$ cat src/rtl/aes_pkg.sv
// aes_pkg: AES datapath widths and RotWord helper shared by the byte/word packers.
package aes_pkg;
    localparam int AES_BYTE_W = 8;
    localparam int AES_WORD_W = 32;

    function automatic logic [AES_WORD_W-1:0] rot_word(input logic [AES_WORD_W-1:0] w);
        return {w[AES_WORD_W-AES_BYTE_W-1:0], w[AES_WORD_W-1 -: AES_BYTE_W]};
    endfunction
endpackage

$ cat src/rtl/word_assembler.sv
// word_assembler: MSB-first byte-to-word packer with registered valid/ready output.
// Define ASM_ROTWORD_EN to add the rot input and emit RotWord-rotated words.
import aes_pkg::*;

module word_assembler #(
    parameter int BYTE_W         = AES_BYTE_W,
    parameter int BYTES_PER_WORD = AES_WORD_W / AES_BYTE_W,
    localparam int WORD_W        = BYTE_W * BYTES_PER_WORD
) (
    input  logic              clk,
    input  logic              rst,
    input  logic              in_valid,
    output logic              in_ready,
    input  logic [BYTE_W-1:0] in_byte,
    input  logic              clear,
`ifdef ASM_ROTWORD_EN
    input  logic              rot,
`endif
    output logic              out_valid,
    input  logic              out_ready,
    output logic [WORD_W-1:0] out_word,
    output logic              busy
);
    localparam int IW = $clog2(BYTES_PER_WORD);
    localparam logic [IW-1:0] LAST = IW'(BYTES_PER_WORD - 1);

    logic [IW-1:0]     idx;
    logic [WORD_W-1:0] acc, merged, done;
    logic              xfer;

    assign in_ready = (idx != LAST) || !out_valid || out_ready;
    assign xfer     = in_valid && in_ready && !clear;
    assign busy     = idx != '0;

    for (genvar g = 0; g < BYTES_PER_WORD; g++) begin : g_lane
        assign merged[WORD_W-1-g*BYTE_W -: BYTE_W] =
            (xfer && idx == IW'(g)) ? in_byte : acc[WORD_W-1-g*BYTE_W -: BYTE_W];
    end

`ifdef ASM_ROTWORD_EN
    logic              rot_q;
    logic [WORD_W-1:0] rotated;
    if (WORD_W == AES_WORD_W) begin : g_aes_rot
        assign rotated = rot_word(merged);
    end else begin : g_gen_rot
        assign rotated = {merged[WORD_W-BYTE_W-1:0], merged[WORD_W-1 -: BYTE_W]};
    end
    assign done = rot_q ? rotated : merged;

    always_ff @(posedge clk or negedge rst) begin
        if (!rst)
            rot_q <= 1'b0;
        else if (clear)
            rot_q <= 1'b0;
        else if (xfer && idx == '0)
            rot_q <= rot;
    end
`else
    assign done = merged;
`endif

    always_ff @(posedge clk or negedge rst) begin
        if (!rst) begin
            idx       <= '0;
            acc       <= '0;
            out_word  <= '0;
            out_valid <= 1'b0;
        end else begin
            if (out_valid && out_ready)
                out_valid <= 1'b0;
            if (clear) begin
                idx <= '0;
                acc <= '0;
            end else if (xfer) begin
                if (idx == LAST) begin
                    out_word  <= done;
                    out_valid <= 1'b1;
                    idx       <= '0;
                    acc       <= '0;
                end else begin
                    acc <= merged;
                    idx <= idx + IW'(1);
                end
            end
        end
    end
endmodule
$ cat config.mk
export PLATFORM = sky130hd
export DESIGN_NAME = word_assembler
export DESIGN_NICKNAME = d
export VERILOG_FILES = /design/src/rtl/aes_pkg.sv /design/src/rtl/word_assembler.sv
export SDC_FILE = /design/constraint.sdc
export NUM_CORES = 1
export LEC_CHECK = 0
export CAP_MARGIN = 0
export CORE_ASPECT_RATIO = 1.25
export CORE_UTILIZATION = 45
export DETAILED_ROUTE_END_ITERATION = 8
export PLACE_DENSITY = 0.8
export SLEW_MARGIN = 40
export SYNTH_ARGS = -nofsm -noshare
export SYNTH_HDL_FRONTEND = slang
export SYNTH_SLANG_ARGS = --single-unit
export TNS_END_PERCENT = 1
$ cat constraint.sdc
create_clock -name clk -period 2.3 [get_ports clk]
set_clock_uncertainty 0.05 [all_clocks]
set_input_delay 0.46 -clock clk [delete_from_list [all_inputs] [get_ports clk]]
set_output_delay 0.46 -clock clk [all_outputs]
set_load 0.1 [all_outputs]
== After elaboration in Yosys (flattened, before gate mapping) ==
Index checks and enable logic that the tools add are counted.

* Multiplexer cells: 14
* Reductions and logical operators: 15
* Eq/ne operators: 4
* Bitwise logic cells: 1
* $add $sub $neg: 1

{| class="wikitable"
|+ Operator list
! operator !! count
|-
| 32-bit 2-to-1 mux || 3
|-
| 8-bit 2-to-1 mux || 4
|-
| 1-bit logical AND || 7
|-
| 2-bit 2-to-1 mux || 3
|-
| 2-bit equality test, second input constant || 2
|-
| 1-bit 2-to-1 mux || 4
|-
| 2-bit nonzero test || 2
|-
| 3-bit AND reduction || 1
|-
| 2-bit by 1-bit adder with 2-bit output, second input constant || 1
|-
| 2-bit by 1-bit equality test with 1-bit output, second input constant || 1
|-
| 1-bit logical NOT || 2
|-
| 2-bit logical NOT || 1
|-
| 1-bit logical OR || 2
|-
| 2-bit inequality test, second input constant || 1
|-
| 1-bit inverter || 1
|}

* Word-level logic and storage cells: 39
* Output and inout bits: 35
* Flip-flop bits (word level): 67

== Depth between registers and ports, before layout ==
* Depth after elaboration: 10
* Mapped depth: 7

== Worst setup path before layout ==
No wires, ideal clock.

* Kind: register to register
* From: register out_valid
* To: register out_word[12]
* Stages on the path, launching flop included: 6
* Setup time: 82 ps
* Clock period less this slack: 2283 ps
* Buffers on the path: 1
* Data arrival time: 2151 ps
* Slack: 17 ps
* Cell sequence: dfrtp_1 > and3b_1 > inv_2 > buf_2 > nand3_1 > a31oi_4

* Word-level cells in the longest chain between the ends: 7
* Elaborated cells between the ends (all ways): 8
* Classes of those cells: mux: 1; reduce/logical: 7

{| class="wikitable"
|+ Ends and longest elaborated chain
! what !! RTL line !! source
|-
| from (decl) || word_assembler.sv:19 || <nowiki>output logic out_valid,</nowiki>
|-
| from (signal assigned) || word_assembler.sv:67 || <nowiki>out_valid <= 1'b0;</nowiki>
|-
| from (signal assigned) || word_assembler.sv:70 || <nowiki>out_valid <= 1'b0;</nowiki>
|-
| from (signal assigned) || word_assembler.sv:77 || <nowiki>out_valid <= 1'b1;</nowiki>
|-
| 1-bit logical NOT (*) || word_assembler.sv:31 || <nowiki>assign in_ready = (idx != LAST) || !out_valid || out_ready;</nowiki>
|-
| 1-bit logical OR (*) (2 in a row) || word_assembler.sv:31 ||
|-
| named net in_ready || word_assembler.sv:13 || <nowiki>output logic in_ready,</nowiki>
|-
| 1-bit logical AND (*) (2 in a row) || word_assembler.sv:32 || <nowiki>assign xfer = in_valid && in_ready && !clear;</nowiki>
|-
| 1-bit logical AND || word_assembler.sv:37 || <nowiki>(xfer && idx == IW'(g)) ? in_byte : acc[WORD_W-1-g*BYTE_W -: BYTE_W];</nowiki>
|-
| 8-bit 2-to-1 mux || word_assembler.sv:37 ||
|-
| to (signal assigned) || word_assembler.sv:76 || <nowiki>out_word <= done;</nowiki>
|-
| to (decl) || word_assembler.sv:21 || <nowiki>output logic [WORD_W-1:0] out_word,</nowiki>
|}

The timed path passes the listed nets; every way through them passes the cells marked *.
A chain may end at the register's enable or synchronous reset.

== Final worst setup path ==
* From: register idx[0]
* To: output in_ready

* Word-level cells in the longest chain between the ends: 3

{| class="wikitable"
|+ Ends and longest elaborated chain
! what !! RTL line !! source
|-
| from (decl) || word_assembler.sv:27 || <nowiki>logic [IW-1:0] idx;</nowiki>
|-
| from (signal assigned) || word_assembler.sv:82 || <nowiki>idx <= idx + IW'(1);</nowiki>
|-
| 2-bit inequality test || word_assembler.sv:31 ||
|-
| 1-bit logical OR (2 in a row) || word_assembler.sv:31 ||
|-
| to (decl) || word_assembler.sv:13 ||
|}

Every way passes these cells.

==> results.md <==
- Status: finished, final reports clean
- Clock power frac: 0.254
- Clock latency at the later pin of the worst-skew pair: 0.34 ns
- Non-Filler Instances: 363
- Syn_area_per_cell: 12.8 sq um
- Largest net degree at the start of global routing: 60
- WS Path Type: reg2out
- Min Tclk post-route: 2.20 ns
- Initial Utilization: 0.465
- Crit Path Max Fanout: 9
- DR vias: 2053
- Initial antenna violation count: 0
- Reg clk slew, reported paths: 0.07 ns
- Setup TNS: 0 ns
- Area grow syn2layout: 23.3%
- Syn nets: 240
- Max Slew Vio Count: 0
- YS warnings: 0
- Die Span Y: 90.9 um
- Worst VDD drop: 0.492 mV
- Worst-margin pin slew: 0.542 ns
- Number of clock sinks: 59
- Drt first-iter violations: 109
- GR peak layer: met2
- Register area: 0.00148 sq mm
- Area of the multi-input gates: 0.00121 sq mm
- Cell Area, Synth: 0.00285 sq mm
- Crit start category: flop
- Placed instance area: 0.00332 sq mm
- Sequential Power Share: 0.343
- Drt pass-1 iters: 4
- Filler cells: 511
- Layout cell share with drive strength beyond 1: 0.371
- Data arrival time of the critical path: 1.69 ns
- Top Ports: 48
- Post-route ant nets: 0
- Die area: 0.00665 sq mm
- WL final: 6480 um
- Sw frac: 0.444
- HP Class: in2async
- Met3 usage: 0.0547
- Synthesized instance count: 223
- Drc violations: 0
- Crit path max-delay cell type: dfrtp_1
- Antenna cells: 0
- Int Pwr: 2.03 mW
- Vias in the first global route: 2138
- #FFs+latches synth: 59
- Unrepaired setup endpoints after global routing: false
- GR Util met1: 0.282
- Global-route wire length before repair: 10900 um
- Slowest cell delay on critical path: 0.42 ns
- Via density: 5.66
- GPL Wtd Cong: 0.865
- Post-route cell area: 0.00351 sq mm
- Max_slew headroom: 0.636
- Placed Cells: 347
- # hold bufs at CTS: 0
- Post-cts gate resize count: 0
- CTS tree: yes
- Comb pwr share: 0.403
- Critical Path RT: 1.79 ns
- P_sw: 1.62 mW
- Synth cell types: 30
- Max clock buf depth: 2
- HPWL after detailed placement: 4430 um
- Lkg Pwr: 1.61 nW
- Grt met2 use: 0.339
- Hold_ws: 0.0578 ns
- Setup repair bufs after CTS: 0
- Total Routing Usage GR: 0.223
- Worst r2r path cells: 5
- Remaining global-route overflow: 0
- Clock root cell: clkbuf_8
- DR WL/cell: 17.8 um
- Number of CTS-inserted buffers: 9
- Row count: 32
- Floorplan core area: 0.00613 sq mm
- Kind of end point of the critical path: primary output
- Number of setup violations in the final report: 0
- Pwr/cell area: 1040 mW/mm^2
- CP Cell Sequence: ha_1 > and3b_1 > inv_2 > buf_12
- Fin crit share: 0.955
- Port bufs: 47
- Sequential area share after synthesis: 0.519
- Peak Freq: 0.455 GHz
- Htree depth: 3
- Endpoints failing hold: 0
- Die Wd: 73.1 um
- Nets@finish: 290
- Max-cap violations: 0
-- cells in the mapped netlist --
library cell   n  area (sq um)
a22o_1        24           210
dfrtp_1       59          1480
a31oi_1       28           175
clkbuf_2       1          5.00
mux2_2         8          90.1
a31oi_2        1          12.5
nor2_2         1          6.26
buf_4          3          22.5
mux2i_1       16           160
buf_6          4          45.0
and3_4         1          11.3
a21oi_1        2          10.0
clkbuf_1       4          15.0
inv_2          1          3.75
o21ai_0       10          50.1
nand2b_1       1          6.26
buf_12         1          20.0
nor2b_4        1          13.8
a31oi_4        6           128
nand3b_1       1          7.51
inv_1          4          15.0
and3b_1        3          26.3
nand3_1       10          50.1
nor4_4         1          21.3
ha_1           4          50.1
or2_2          3          18.8
buf_2          7          35.0
nand3_4        1          17.5
a21oi_2       16           140
nand2_1        1          3.75
-- worst paths after layout --
kind                       startpoint     endpoint  slack [ns]
max in group asynchronous         rst  out_word[4]        1.88
hold / removal                    rst      acc[17]        0.06
setup / recovery               idx[0]     in_ready        0.10
setup reg to reg               idx[0]      acc[10]        0.47
hold reg to reg               acc[15]      acc[15]        0.46
min in group clk              acc[15]      acc[15]        0.46
-- power groups by stage --
stage / clock network [mW] / registers (mW) / logic [mW]
3_5_place_dp: 0 / 1.27 / 1.47
3_3_place_gp: 0 / 1.27 / 1.46
6_report: 0.927 / 1.25 / 1.47
5_1_grt: 0.999 / 1.27 / 1.52
4_1_cts: 0.942 / 1.25 / 1.48
2_1_floorplan: 0 / 2.12 / 0.293
-- routing by layer --
| metal | wire (um) | part of all wire |
|---|---|---|
| met3 | 366 | 0.056 |
| met1 | 2710 | 0.42 |
| met2 | 3180 | 0.49 |
| met5 | 0 | 0 |
| met4 | 221 | 0.034 |
-- stage by stage --
stage / power [mW] / setup slack [ns] / utilization
floorplan: 2.41 / 0.0175 / -
global placement: 2.73 / 0.196 / 0.541
detailed placement: 2.75 / 0.0942 / 0.541
CTS: 3.67 / 0.0979 / 0.573
global route: 3.79 / 0.0231 / 0.573
finish: 3.65 / 0.104 / 0.573
-- registers in the layout (all words and copies together) (netlist names) --
register,flops
idx,2
out_valid,1
out_word,32
acc,24
-- cell type report --
type | count | area share
Multi-Input combinational cell | 139 | 0.344
Tap cell | 85 | 0.0303
Clock inverter | 5 | 0.0150
Inverter | 5 | 0.00535
Sequential cell | 59 | 0.421
Clock buffer | 11 | 0.0403
Timing Repair Buffer | 59 | 0.144
-- cells in the final DEF, fill, tap and decap left out, drive strengths merged --
cell type	Yosys	final
a21oi	18	18
a22o	24	24
a31oi	35	35
and3	1	1
and3b	3	3
buf	15	48
bufinv	0	1
clkbuf	5	11
clkdlybuf4s50	0	11
clkinv	0	3
clkinvlp	0	1
dfrtp	59	59
ha	4	4
inv	5	5
mux2	8	8
mux2i	16	16
nand2	1	1
nand2b	1	1
nand3	11	11
nand3b	1	1
nor2	1	1
nor2b	1	1
nor4	1	1
o21ai	10	10
or2	3	3
-- critical path: cells and delay by family (launching register included) --
kind	cells	cell delay (ns)
adders and majority gates	1	0.27
buffers and inverters	2	0.45
DFF	1	0.42
and+or+nand+nor	1	0.21
-- cell families after synthesis --
kind of cell,synth area share
buffers and inverters,0.0567
adder cells (fa/ha/maj),0.0176
AND/OR/NAND/NOR,0.0642
AO/OA/AOI/OAI,0.255
multiplexers,0.0879
flip-flops,0.519
Power figures use the tool's default switching activity.
